--- config.mk ---
export PLATFORM = sky130hd
export DESIGN_NAME = am_envelope_modulator
export DESIGN_NICKNAME = d
export VERILOG_FILES = /design/src/rtl/am_mod_pkg.sv /design/src/rtl/am_envelope_modulator_sine_quarter_rom.sv /design/src/rtl/am_envelope_modulator.sv
export SDC_FILE = /design/constraint.sdc
export NUM_CORES = 1
export LEC_CHECK = 0
export ABC_CLOCK_PERIOD_IN_PS = 12780
export CAP_MARGIN = 20
export CORE_MARGIN = 4
export CORE_UTILIZATION = 50
export CTS_BUF_LIST = sky130_fd_sc_hd__clkbuf_8
export DETAILED_ROUTE_END_ITERATION = 8
export DONT_BUFFER_PORTS = 1
export HOLD_SLACK_MARGIN = 0.1
export PLACE_DENSITY = 0.65
export SYNTH_ARGS = -nofsm -noshare
export SYNTH_HDL_FRONTEND = slang
export SYNTH_HIERARCHICAL = 1
export SYNTH_SLANG_ARGS = --single-unit
--- constraint.sdc ---
create_clock -name clk -period 12.78 [get_ports clk]
set_input_delay 3.834 -clock clk [delete_from_list [all_inputs] [get_ports clk]]
set_output_delay 3.834 -clock clk [all_outputs]
set_load 0.02 [all_outputs]
--- src/rtl/am_mod_pkg.sv ---
`default_nettype none
// ============================================================================
// Module      : am_mod_pkg
// Description : Shared types, limits and elaboration-time helpers for the
//               AM envelope modulator (quadrant enum, saturation limits,
//               quarter-wave sine table generator).
// Revision    : 1.0 - initial release
// ============================================================================
package am_mod_pkg;

    typedef enum logic [1:0] {
        Q0 = 2'd0,
        Q1 = 2'd1,
        Q2 = 2'd2,
        Q3 = 2'd3
    } quadrant_t;

    localparam int    DEFAULT_DATA_WIDTH = 16;
    localparam int    CARRIER_MAX        = 2**(DEFAULT_DATA_WIDTH-1) - 1;
    localparam int    SAT_MAX            = CARRIER_MAX;
    localparam int    SAT_MIN            = -CARRIER_MAX - 1;
    localparam string ROM_FILE           = "sine_quarter.mem";

    // Largest positive value of a signed sample of the given width.
    function automatic int sat_max(input int width);
        return 2**(width-1) - 1;
    endfunction

    // Most negative value of a signed sample of the given width.
    function automatic int sat_min(input int width);
        return -(2**(width-1));
    endfunction

    // Quarter-wave table entry k: round(amp * sin(pi/2 * (k+0.5) / 2^addr_bits)).
    // Evaluated at elaboration in Q60 fixed point with a Taylor series, so the
    // table contents are generated from the same formula a .mem file encodes
    // and no external file is needed at build time.
    function automatic logic [63:0] sine_entry(input int k, input int addr_bits, input int amp);
        logic signed [127:0] x;
        logic signed [127:0] x2;
        logic signed [127:0] term;
        logic signed [127:0] acc;
        logic signed [127:0] den;
        x    = (128'sh1921FB54442D1846 * 128'(2*k + 1)) >>> (addr_bits + 1);
        x2   = (x * x) >>> 60;
        term = x;
        acc  = x;
        for (int n = 1; n < 16; n++) begin
            den  = 128'((2*n) * (2*n + 1));
            term = -(((term * x2) >>> 60) / den);
            acc  = acc + term;
        end
        return 64'((acc * 128'(amp) + (128'sd1 <<< 59)) >>> 60);
    endfunction

endpackage
`default_nettype wire

--- src/rtl/am_envelope_modulator_sine_quarter_rom.sv ---
`default_nettype none
// ============================================================================
// Module      : sine_quarter_rom
// Description : Quarter-wave sine table, synchronous read, 1-cycle latency.
//               Entry k holds round((2^DATA_BITS-1)*sin(pi/2*(k+0.5)/DEPTH)).
// Revision    : 1.0 - initial release
// ============================================================================
module sine_quarter_rom
    import am_mod_pkg::*;
#(
    parameter int ADDR_BITS = 8,
    parameter int DATA_BITS = 15
) (
    input  logic                 clk,
    input  logic [ADDR_BITS-1:0] addr,
    output logic [DATA_BITS-1:0] data
);

    logic [DATA_BITS-1:0] rom_table [2**ADDR_BITS];

    for (genvar k = 0; k < 2**ADDR_BITS; k++) begin : g_rom_entry
        localparam logic [63:0] ENTRY = sine_entry(k, ADDR_BITS, 2**DATA_BITS - 1);
        assign rom_table[k] = ENTRY[DATA_BITS-1:0];
    end

    // Registered table read.
    always_ff @(posedge clk) begin
        data <= rom_table[addr];
    end

endmodule
`default_nettype wire

--- src/rtl/am_envelope_modulator.sv ---
`default_nettype none
// ============================================================================
// Module      : am_envelope_modulator
// Description : AM transmitter. Phase accumulator + quarter-wave sine ROM
//               carrier, scaled by a clamped envelope, saturated to a signed
//               DATA_WIDTH sample. sample_en at edge n -> dout_valid at n+3.
//               Optional macro AM_ENV_RAMP_EN slews the envelope by at most
//               ENV_STEP per sample to avoid clicks on envelope steps.
// Revision    : 1.0 - initial release
// ============================================================================
module am_envelope_modulator
    import am_mod_pkg::*;
#(
    parameter int DATA_WIDTH    = 16,
    parameter int ENV_WIDTH     = 18,
    parameter int ENV_FRAC      = 15,
    parameter int PHASE_WIDTH   = 32,
    parameter int LUT_ADDR_BITS = 8,
    parameter int ENV_STEP      = 1024
) (
    input  logic                   clk,
    input  logic                   rst,
    input  logic                   sample_en,
    input  logic [PHASE_WIDTH-1:0] phase_inc,
    input  logic                   phase_rst,
    input  logic                   env_valid,
    input  logic [ENV_WIDTH-1:0]   env_in,
    output logic [DATA_WIDTH-1:0]  dout,
    output logic                   dout_valid
);

    localparam int PROD_WIDTH = ENV_WIDTH + DATA_WIDTH;
    localparam int TOP_BITS   = LUT_ADDR_BITS + 2;
    localparam logic signed [PROD_WIDTH-1:0] SAT_HI = PROD_WIDTH'(sat_max(DATA_WIDTH));
    localparam logic signed [PROD_WIDTH-1:0] SAT_LO = PROD_WIDTH'(sat_min(DATA_WIDTH));

    if (ENV_STEP < 1) begin : g_env_step_check
        $error("ENV_STEP must be at least 1");
    end

    logic [PHASE_WIDTH-1:0]       phase_acc;
    logic [PHASE_WIDTH-1:0]       phase_now;
    logic signed [ENV_WIDTH-1:0]  env_target;
    logic signed [ENV_WIDTH-1:0]  env_use;

    logic                         s1_valid;
    logic [TOP_BITS-1:0]          s1_phase;
    logic signed [ENV_WIDTH-1:0]  s1_env;
    quadrant_t                    quad;
    logic [LUT_ADDR_BITS-1:0]     lut_index;

    logic                         s2_valid;
    logic                         s2_neg;
    logic signed [ENV_WIDTH-1:0]  s2_env;
    logic [DATA_WIDTH-2:0]        rom_data;
    logic signed [DATA_WIDTH-1:0] carrier;

    logic                         s3_valid;
    logic signed [PROD_WIDTH-1:0] product;
    logic signed [PROD_WIDTH-1:0] shifted;
    logic [DATA_WIDTH-1:0]        sat_val;

    // phase_rst in a sample cycle makes that sample start at phase 0.
    assign phase_now = phase_rst ? '0 : phase_acc;

    // Phase accumulator: advance per sample, clear on phase_rst.
    always_ff @(posedge clk) begin
        if (rst) begin
            phase_acc <= '0;
        end else if (sample_en) begin
            phase_acc <= phase_now + phase_inc;
        end else if (phase_rst) begin
            phase_acc <= '0;
        end
    end

    // Envelope target register; negative inputs clamp to zero.
    always_ff @(posedge clk) begin
        if (rst) begin
            env_target <= '0;
        end else if (env_valid) begin
            env_target <= env_in[ENV_WIDTH-1] ? '0 : env_in;
        end
    end

`ifdef AM_ENV_RAMP_EN
    localparam logic signed [ENV_WIDTH:0]   STEP_W = (ENV_WIDTH+1)'(ENV_STEP);
    localparam logic signed [ENV_WIDTH-1:0] STEP_N = ENV_WIDTH'(ENV_STEP);

    logic signed [ENV_WIDTH-1:0] env_slew;
    logic signed [ENV_WIDTH-1:0] env_slew_next;
    logic signed [ENV_WIDTH:0]   env_diff;

    // Slew toward the target, landing exactly on it when within one step.
    always_comb begin
        env_diff      = {env_target[ENV_WIDTH-1], env_target} - {env_slew[ENV_WIDTH-1], env_slew};
        env_slew_next = env_target;
        if (env_diff > STEP_W) begin
            env_slew_next = env_slew + STEP_N;
        end else if (env_diff < -STEP_W) begin
            env_slew_next = env_slew - STEP_N;
        end
    end

    // Slewed envelope moves once per sample.
    always_ff @(posedge clk) begin
        if (rst) begin
            env_slew <= '0;
        end else if (sample_en) begin
            env_slew <= env_slew_next;
        end
    end

    assign env_use = env_slew_next;
`else
    assign env_use = env_target;
`endif

    // S1: latch the phase top bits and envelope for this sample.
    always_ff @(posedge clk) begin
        if (rst) begin
            s1_valid <= 1'b0;
            s1_phase <= '0;
            s1_env   <= '0;
        end else begin
            s1_valid <= sample_en;
            if (sample_en) begin
                s1_phase <= phase_now[PHASE_WIDTH-1 -: TOP_BITS];
                s1_env   <= env_use;
            end
        end
    end

    // Quadrant fold: odd quadrants read the table mirrored (2^N-1-a == ~a).
    assign quad      = quadrant_t'(s1_phase[TOP_BITS-1 -: 2]);
    assign lut_index = (quad == Q1 || quad == Q3) ? ~s1_phase[LUT_ADDR_BITS-1:0]
                                                  : s1_phase[LUT_ADDR_BITS-1:0];

    sine_quarter_rom #(
        .ADDR_BITS (LUT_ADDR_BITS),
        .DATA_BITS (DATA_WIDTH - 1)
    ) u_rom (
        .clk  (clk),
        .addr (lut_index),
        .data (rom_data)
    );

    // S2: carry sign and envelope alongside the ROM read.
    always_ff @(posedge clk) begin
        if (rst) begin
            s2_valid <= 1'b0;
            s2_neg   <= 1'b0;
            s2_env   <= '0;
        end else begin
            s2_valid <= s1_valid;
            s2_neg   <= (quad == Q2 || quad == Q3);
            s2_env   <= s1_env;
        end
    end

    assign carrier = s2_neg ? -$signed({1'b0, rom_data}) : $signed({1'b0, rom_data});

    // S3a: full-width signed envelope x carrier product.
    always_ff @(posedge clk) begin
        if (rst) begin
            s3_valid <= 1'b0;
            product  <= '0;
        end else begin
            s3_valid <= s2_valid;
            product  <= PROD_WIDTH'(s2_env) * PROD_WIDTH'(carrier);
        end
    end

    // Floor shift back to unity gain, then clip to the output range.
    always_comb begin
        shifted = product >>> ENV_FRAC;
        sat_val = shifted[DATA_WIDTH-1:0];
        if (shifted > SAT_HI) begin
            sat_val = SAT_HI[DATA_WIDTH-1:0];
        end else if (shifted < SAT_LO) begin
            sat_val = SAT_LO[DATA_WIDTH-1:0];
        end
    end

    // S3b: output register, holds between valid pulses.
    always_ff @(posedge clk) begin
        if (rst) begin
            dout       <= '0;
            dout_valid <= 1'b0;
        end else begin
            dout_valid <= s3_valid;
            if (s3_valid) begin
                dout <= sat_val;
            end
        end
    end

endmodule
`default_nettype wire
==> results of run 1 <==
-- cell usage after synthesis, drive strengths merged, types with 7 or more instances --
library cell,number
xnor2,42
o211ai,16
inv,263
nand4,11
o311ai,16
o21bai,7
buf,59
nand2,238
mux2i,53
xor2,32
o21a,13
ha,169
and3,9
nor2,167
clkbuf,100
o31ai,14
a21oi,141
nand2b,48
a31oi,24
or3,15
nor3,35
o22ai,10
a211oi,28
nor2b,104
nand3,30
or2,15
dfxtp,148
fa,208
a311oi,16
o21ai,141
and2,123
a21o,31
-- where the power goes --
part	internal [mW]	leakage (nW)	total (mW)	switching, mW
sequential	0.484	1.20	0.502	0.0189
clock	0.185	0.212	0.387	0.202
combinational	0.135	8.11	0.384	0.249
total	0.804	9.53	1.27	0.469
-- cell families (layout without fill, tap and decap cells) --
family          count (synthesis)  count (layout)  synth area share
compound gates                526             526            0.1750
xor+xnor                       74              74           0.03274
fa+ha+maj                     377             377            0.3172
buf+inv                       422             332           0.08728
flops                         148             148            0.1497
mux                            60              60           0.03306
simple gates                  816             816            0.2051
-- cells in the final DEF, fill, tap and decap left out, drive strengths merged, types with 7 or more instances in the layout --
cell    synthesis  layout
inv           263     271
nand2         238     238
fa            208     208
ha            169     169
nor2          167     167
dfxtp         148     148
a21oi         141     141
o21ai         141     141
and2          123     123
nor2b         104     104
mux2i          53      53
nand2b         48      48
xnor2          42      42
buf            59      37
nor3           35      35
xor2           32      32
a21o           31      31
nand3          30      30
a211oi         28      28
a31oi          24      24
clkbuf        100      18
o211ai         16      16
o311ai         16      16
a311oi         16      16
or3            15      15
or2            15      15
o31ai          14      14
o21a           13      13
nand4          11      11
o22ai          10      10
and3            9       9
o21bai          7       7
-- per-layer routing --
layer | global-route usage | up-vias | routed length [um]
li1 | - | 7895 | -
met1 | 0.3640 | 8191 | 23950
met2 | 0.4227 | 839 | 25740
met3 | 0.09358 | 176 | 6547
met4 | 0.09089 | 12 | 2097
met5 | 0.005760 | - | 73
-- layout make-up --
class / instances / area share
Sequential cell: 148 / 0.1443
Clock buffer: 18 / 0.01206
Clock inverter: 14 / 0.008102
Inverter: 263 / 0.04807
Multi-Input combinational cell: 1853 / 0.7424
Timing Repair Buffer: 37 / 0.01352
Tap cell: 518 / 0.03156
-- critical path: stages, from the launching register on --
cell	delay [ps]
dfxtp_1	500
inv_2	130
nand2_1	80
or4_4	430
or4_1	450
or2_4	280
o31ai_4	700
or2_1	220
fa_1	420
fa_1	540
inv_1	50
fa_1	500
fa_1	520
fa_1	510
fa_1	510
ha_1	380
a21oi_1	150
o21ai_0	130
a21oi_1	310
nand2_1	120
o21ai_1	270
o21ai_1	170
a311o_1	420
a31oi_1	200
xor2_1	160
nor2_1	50
-- registers in the layout, summed over array words and instances, names as in the netlist --
name	flops
dout	16
dout_valid	1
env_target	17
phase_acc	32
product	19
s1_env	17
s1_phase	10
s1_valid	1
s2_env	17
s2_neg	1
s2_valid	1
s3_valid	1
u_rom/data	15
-- worst max path at each step --
stage / startpoint / endpoint / cells past startpoint
floorplan: u_rom/data[0] / product[32] / 29
global route: u_rom/data[0] / product[31] / 25
CTS: u_rom/data[0] / product[32] / 25
finish: u_rom/data[0] / product[32] / 25
detailed placement: u_rom/data[0] / product[32] / 25
global placement: u_rom/data[0] / product[32] / 25
-- through the flow --
step | setup WS, ps | hold WS [ps]
floorplan | 5442 | 413.8
global placement | 4693 | 430.3
detailed placement | 4561 | 429.5
CTS | 4535 | 448.6
global route | 3998 | 465.6
finish | 4480 | 446.5
==> results by group, run 1 <==
Routing
  • Vias/cell: 6.002
  • Pre-antenna DRT Iters: 6
  • Residual DRC: 0
  • WL per Instance: 20.48 um
  • Routed via count: 17,110
  • Total wire length: ~60 mm
  • ANT nets after route: 0
  • Initial DRC count: 1,877

STA
  • Slew margin rel.: 0.1115
  • Period utilization: 0.6495
  • Slew @ Worst Pin: 1299 ps
  • Final setup viols: 0
  • Fin. Hold Viols: 0
  • Clk_skew: 15.17 ps
  • Minimum clock period: 8300 ps
  • Max Slew Vio Count: 0
  • Unrepaired setup endpoints after global routing: no
  • TNS Setup: 0 ps
  • Fmax: 0.1205 GHz

Critical path
  • CP Capture Type: register
  • RR Endpoint: product[32]
  • Reg-to-reg startpoint: u_rom/data[0]
  • Worst EP required: 13,160 ps
  • R2R Setup Slk: roughly 4500 ps
  • Worst setup path category: reg2reg
  • Worst reg-to-reg path cell count: 25
  • Worst setup SP type: register
  • Crit path arrival time: slightly below 9000 ps
  • Max FO, Critical Path: 19

Clock tree
  • Reg clk slew, reported paths: about 90 ps
  • Post-CTS Hold Fix Bufs: 0
  • CTS tree: yes
  • CTS Sinks: ~150
  • Clock Tree Buf Depth: 2
  • Clk_lat worst skew: a little under 500 ps
  • Root Buffer Master: clkbuf_8
  • Cts repair resizes: 0
  • Post-CTS setup buffers: 0
  • TritonCTS buffer count: 17
  • Htree depth: 4

Finish
  • Final core occ: 0.5277
  • Area added between synthesis and finish: 3.748%
  • NumNets Final: 2,752
  • Fin cells: 2,851
  • Layout fillers: 3,693
  • Multi-input logic area: 15,250 um2
  • Antenna cell count: 0
  • Layout cells sized above 1: 0.05229
  • Final Cell Area: 20,540 um2
  • FF/Latch Area: 2963 um2

Placement
  • Area after DPL: 20,120 um2
  • Detailed Place HPWL: 43.02 mm
  • Port bufs: 0
  • Dpl cells: around 2,800
  • Final GP Congestion: roughly 1

Synthesis
  • Synth Area per Inst: ~8.2 um2
  • Register bit total from synthesis: 148
  • Register area share after synthesis: 0.1497
  • Synth cell types: 96
  • Area share of the largest cell type after synthesis: 0.2103
  • Cells after Synth: 2,423
  • Post-synth ARST share: 0
  • Post-synthesis instance area: between 15,000 and 20,000 um2
  • Post-Syn Nets: 2,855
  • Commonest register cell after synthesis: dfxtp_1
  • Post-synth EDFFs: 0
  • YS warnings: 6
  • Yosys top cell by area: fa_1
  • Synth area leaders: fa_1 (21%), dfxtp_1 (15%), ha_1 (11%)

GRT
  • Initial antenna violation count: 6
  • Largest net degree at the start of global routing: 128
  • GRT overflow: 0
  • First-pass GRT wire length: 93.03 mm
  • Number of global-route vias before repair: ~17,000
  • GRT Util Overall: 0.2745

Min path
  • WHS Endpoint: s2_valid
  • Hold Crit Depth: 1
  • Hold Crit Class: reg2reg
  • HP Start: s1_valid

Die
  • Die X: between 200 and 250 um
  • Die area: 42,840 um2
  • Cell Rows: 72
  • I/O pins: 72
  • DIE HEIGHT: 207.0 um
  • Core area: 38,920 um2
  • Starting Density: 0.5087

Power
  • Static leakage: 9.531 nW
  • PD cells: 61.99 nW/um2
  • Total Power: roughly 1.3 mW
  • Worst vdd ir: about 54 uV

Job
  • Max_cap viols: 0

Outcome
  • Status: finished clean
Note: power is estimated with default switching activity, not from simulation.
==> run 2, diff against run 1 <==
ABC_CLOCK_PERIOD_IN_PS = 8200   (was 12780)
clock period = 8.2 ns   (was 12.78 ns; I/O delays follow)
==> run 2 against run 1 <==
Effect of this change: register-to-register slack lost 4000 ps; first-iteration DRC count shrank 13%; core utilization is the same; worst setup slack lost 4000 ps; via count shrank 0.11%; flip-flop and latch count is the same; clock power grew 30%; sequential share of layout area is the same; hold slack gained 6.1 ps; global-route usage grew 0.43 points; critical endpoint unchanged; largest cell class unchanged.
==> results by group, run 2 (same netlist as run 1, synthesis figures left out) <==
Clock tree
  • TritonCTS buffer count: 17 (unchanged)
  • CTS Sinks: 148 (unchanged)
  • Htree depth: 4 (unchanged)
  • Cts repair resizes: 0 (unchanged)
  • Clock Tree Buf Depth: 2 (unchanged)
  • Reg clk slew, reported paths: 90 ps (about the same)
  • Root Buffer Master: clkbuf_8 (unchanged)
  • CTS tree: yes (unchanged)
  • Post-CTS Hold Fix Bufs: 0 (unchanged)
  • Clk_lat worst skew: 480 ps (was 490 ps)
  • Post-CTS setup buffers: 0 (unchanged)

Critical path
  • R2R Setup Slk: 450 ps (was 4480 ps)
  • Critical path, cell by cell: or4_4 -> or4_1 -> or2_4 -> o31ai_4 -> xnor2_1 -> nand2_1 -> fa_1 -> fa_1 -> inv_1 -> fa_1 -> fa_1 -> fa_1 -> fa_1 -> ha_1 -> a21oi_1 -> o21ai_0 -> a21oi_1 -> nand2_1 -> o21ai_1 -> o21ai_1 -> a311o_1 -> a31oi_1 -> xor2_1 -> nor2_1
  • CP top delay family: adder cells (unchanged)
  • Worst EP required: 8560 ps (was 13,160 ps)
  • Worst path bufs/invs: 1 (was 2)
  • Worst setup path category: reg2reg (unchanged)
  • Max FO, Critical Path: 8 (was 19)
  • Crit path top cell by count: fa_1 (unchanged)
  • Slowest CP cell: or4_4 (was o31ai_4)
  • Crit path arrival time: 8100 ps (was 8680 ps)
  • CP max stage delay: 550 ps (was 700 ps)
  • CP Capture Type: register (unchanged)
  • Worst setup SP type: register (unchanged)

Placement
  • Detailed Place HPWL: 44.67 mm (was 43.02 mm)
  • Dpl cells: 2,828 (was 2,818)
  • Final GP Congestion: 0.9924 (was 1.002)
  • Port bufs: 0 (unchanged)

Routing
  • Vias/cell: 5.971 (was 6.002)
  • Total wire length: 58.86 mm (was 58.40 mm)
  • WL per Instance: 20.56 um (was 20.48 um)
  • Initial DRC count: 1,636 (was 1,877)
  • Pre-antenna DRT Iters: 6 (unchanged)
  • Residual DRC: 0 (unchanged)
  • ANT nets after route: 0 (unchanged)
  • Routed via count: 17,090 (was 17,110)

Die
  • Die area: 42,840 um2 (unchanged)
  • I/O pins: 72 (unchanged)
  • Cell Rows: 72 (unchanged)
  • Starting Density: 0.5087 (unchanged)
  • Die X: 207.0 um (unchanged)
  • Core area: 38,920 um2 (unchanged)
  • DIE HEIGHT: 207.0 um (unchanged)

GRT
  • GRT overflow: 0 (unchanged)
  • Largest net degree at the start of global routing: 128 (unchanged)
  • First-pass GRT wire length: 94.62 mm (was 93.03 mm)
  • GRT Util Overall: 0.2788 (was 0.2745)
  • Number of global-route vias before repair: 17,220 (was 17,140)
  • Initial antenna violation count: 8 (was 6)

Finish
  • FF/Latch Area: 2963 um2 (unchanged)
  • NumNets Final: 2,762 (was 2,752)
  • Most frequent cells in the layout: inv_1 (261), nand2_1 (238), fa_1 (208), ha_1 (169), nor2_1 (165) (unchanged)
  • Max FFs per register: 32 (unchanged)
  • Largest regs: phase_acc x32, product x19 (unchanged)
  • Layout fillers: 3,791 (was 3,693)
  • Most common cell after layout, fill and taps aside: inv_1 (unchanged)
  • Area added between synthesis and finish: 3.748% (unchanged)
  • Layout cells sized above 1: 0.05468 (was 0.05229)
  • Fin cells: 2,863 (was 2,851)
  • Top reg by flops: phase_acc (unchanged)
  • Multi-input logic area: 15,240 um2 (was 15,250 um2)

Power
  • PD cells: 91.97 nW/um2 (was 61.99 nW/um2)
  • Static leakage: 9.527 nW (was 9.531 nW)
  • Worst vdd ir: 93.34 uV (was 53.96 uV)

STA
  • Final setup viols: 0 (unchanged)
  • Max Slew Vio Count: 0 (unchanged)
  • Period utilization: 0.9447 (was 0.6495)
  • Fin. Hold Viols: 0 (unchanged)
  • Unrepaired setup endpoints after global routing: no (unchanged)
  • TNS Setup: 0 ps (unchanged)
  • Clk_skew: 17.77 ps (was 15.17 ps)
  • Fmax: 0.1291 GHz (was 0.1205 GHz)
  • Minimum clock period: 7747 ps (was 8300 ps)
  • Slew @ Worst Pin: 901.0 ps (was 1299 ps)
  • Slew margin rel.: 0.3993 (was 0.1115)

Outcome
  • Status: finished clean (unchanged)

Job
  • Max_cap viols: 0 (unchanged)

Min path
  • Hold Crit Class: reg2reg (unchanged)
## run 2: cell types whose count changed in the layout (fill, tap and decap cells not counted), sizes merged
cell	previous run	this run
buf	37	47
bufinv	2	0
clkinv	3	6
clkinvlp	1	3
diode	0	4
inv	271	266
## run 2: layout make-up
cell class                      instances  share of cell area
Sequential cell                       148              0.1443
Inverter                              263             0.04807
Antenna cell                            4           0.0004874
Timing Repair Buffer                   47             0.01718
Multi-Input combinational cell       1853              0.7422
Clock inverter                         12            0.004143
Tap cell                              518             0.03156
Clock buffer                           18             0.01206
## run 2: power by group
part           switching, mW  internal (mW)  total, mW  leakage [nW]
clock network          0.289          0.213      0.502         0.168
logic                  0.392          0.216      0.608          8.15
registers             0.0257          0.754      0.779          1.20
total                  0.707           1.18       1.89          9.53
## run 2: layer usage
layer	GRT usage	vias up	wire, um
li1	-	7908	-
met1	0.3795	8301	25340
met2	0.4379	720	26370
met3	0.07280	153	5222
met4	0.08593	12	1856
met5	0	-	72
## run 2: worst paths after layout
kind                      start          end  cells after the start
setup / recovery  u_rom/data[4]  product[32]                     24
hold / removal         s1_valid     s2_valid                      1
setup reg to reg  u_rom/data[4]  product[32]                     24
hold reg to reg        s1_valid     s2_valid                      1
## run 2: through the flow
stage / util / instance area, um2 / total power [mW] / hold slack [ps] / worst slack (ps)
floorplan: - / 19800 / 1.229 / 413.8 / 862.1
global placement: 0.5187 / 20190 / 1.387 / 423.7 / 601.3
detailed placement: 0.5187 / 20190 / 1.389 / 431.3 / 460.5
CTS: 0.5273 / 20520 / 1.894 / 457.2 / 411.8
global route: 0.5275 / 20530 / 2.000 / 459.7 / 72.93
finish: 0.5277 / 20540 / 1.889 / 452.6 / 453.4
## run 2: worst register-to-register path, stage by stage (launching register included)
cell and delay, ps:
dfxtp_1 340, or4_4 550, or4_1 440, or2_4 280, o31ai_4 180, xnor2_1 330
nand2_1 160, fa_1 500, fa_1 550, inv_1 50, fa_1 500, fa_1 510
fa_1 510, fa_1 510, ha_1 380, a21oi_1 160, o21ai_0 120, a21oi_1 240
nand2_1 100, o21ai_1 250, o21ai_1 140, a311o_1 410, a31oi_1 210, xor2_1 170
nor2_1 50
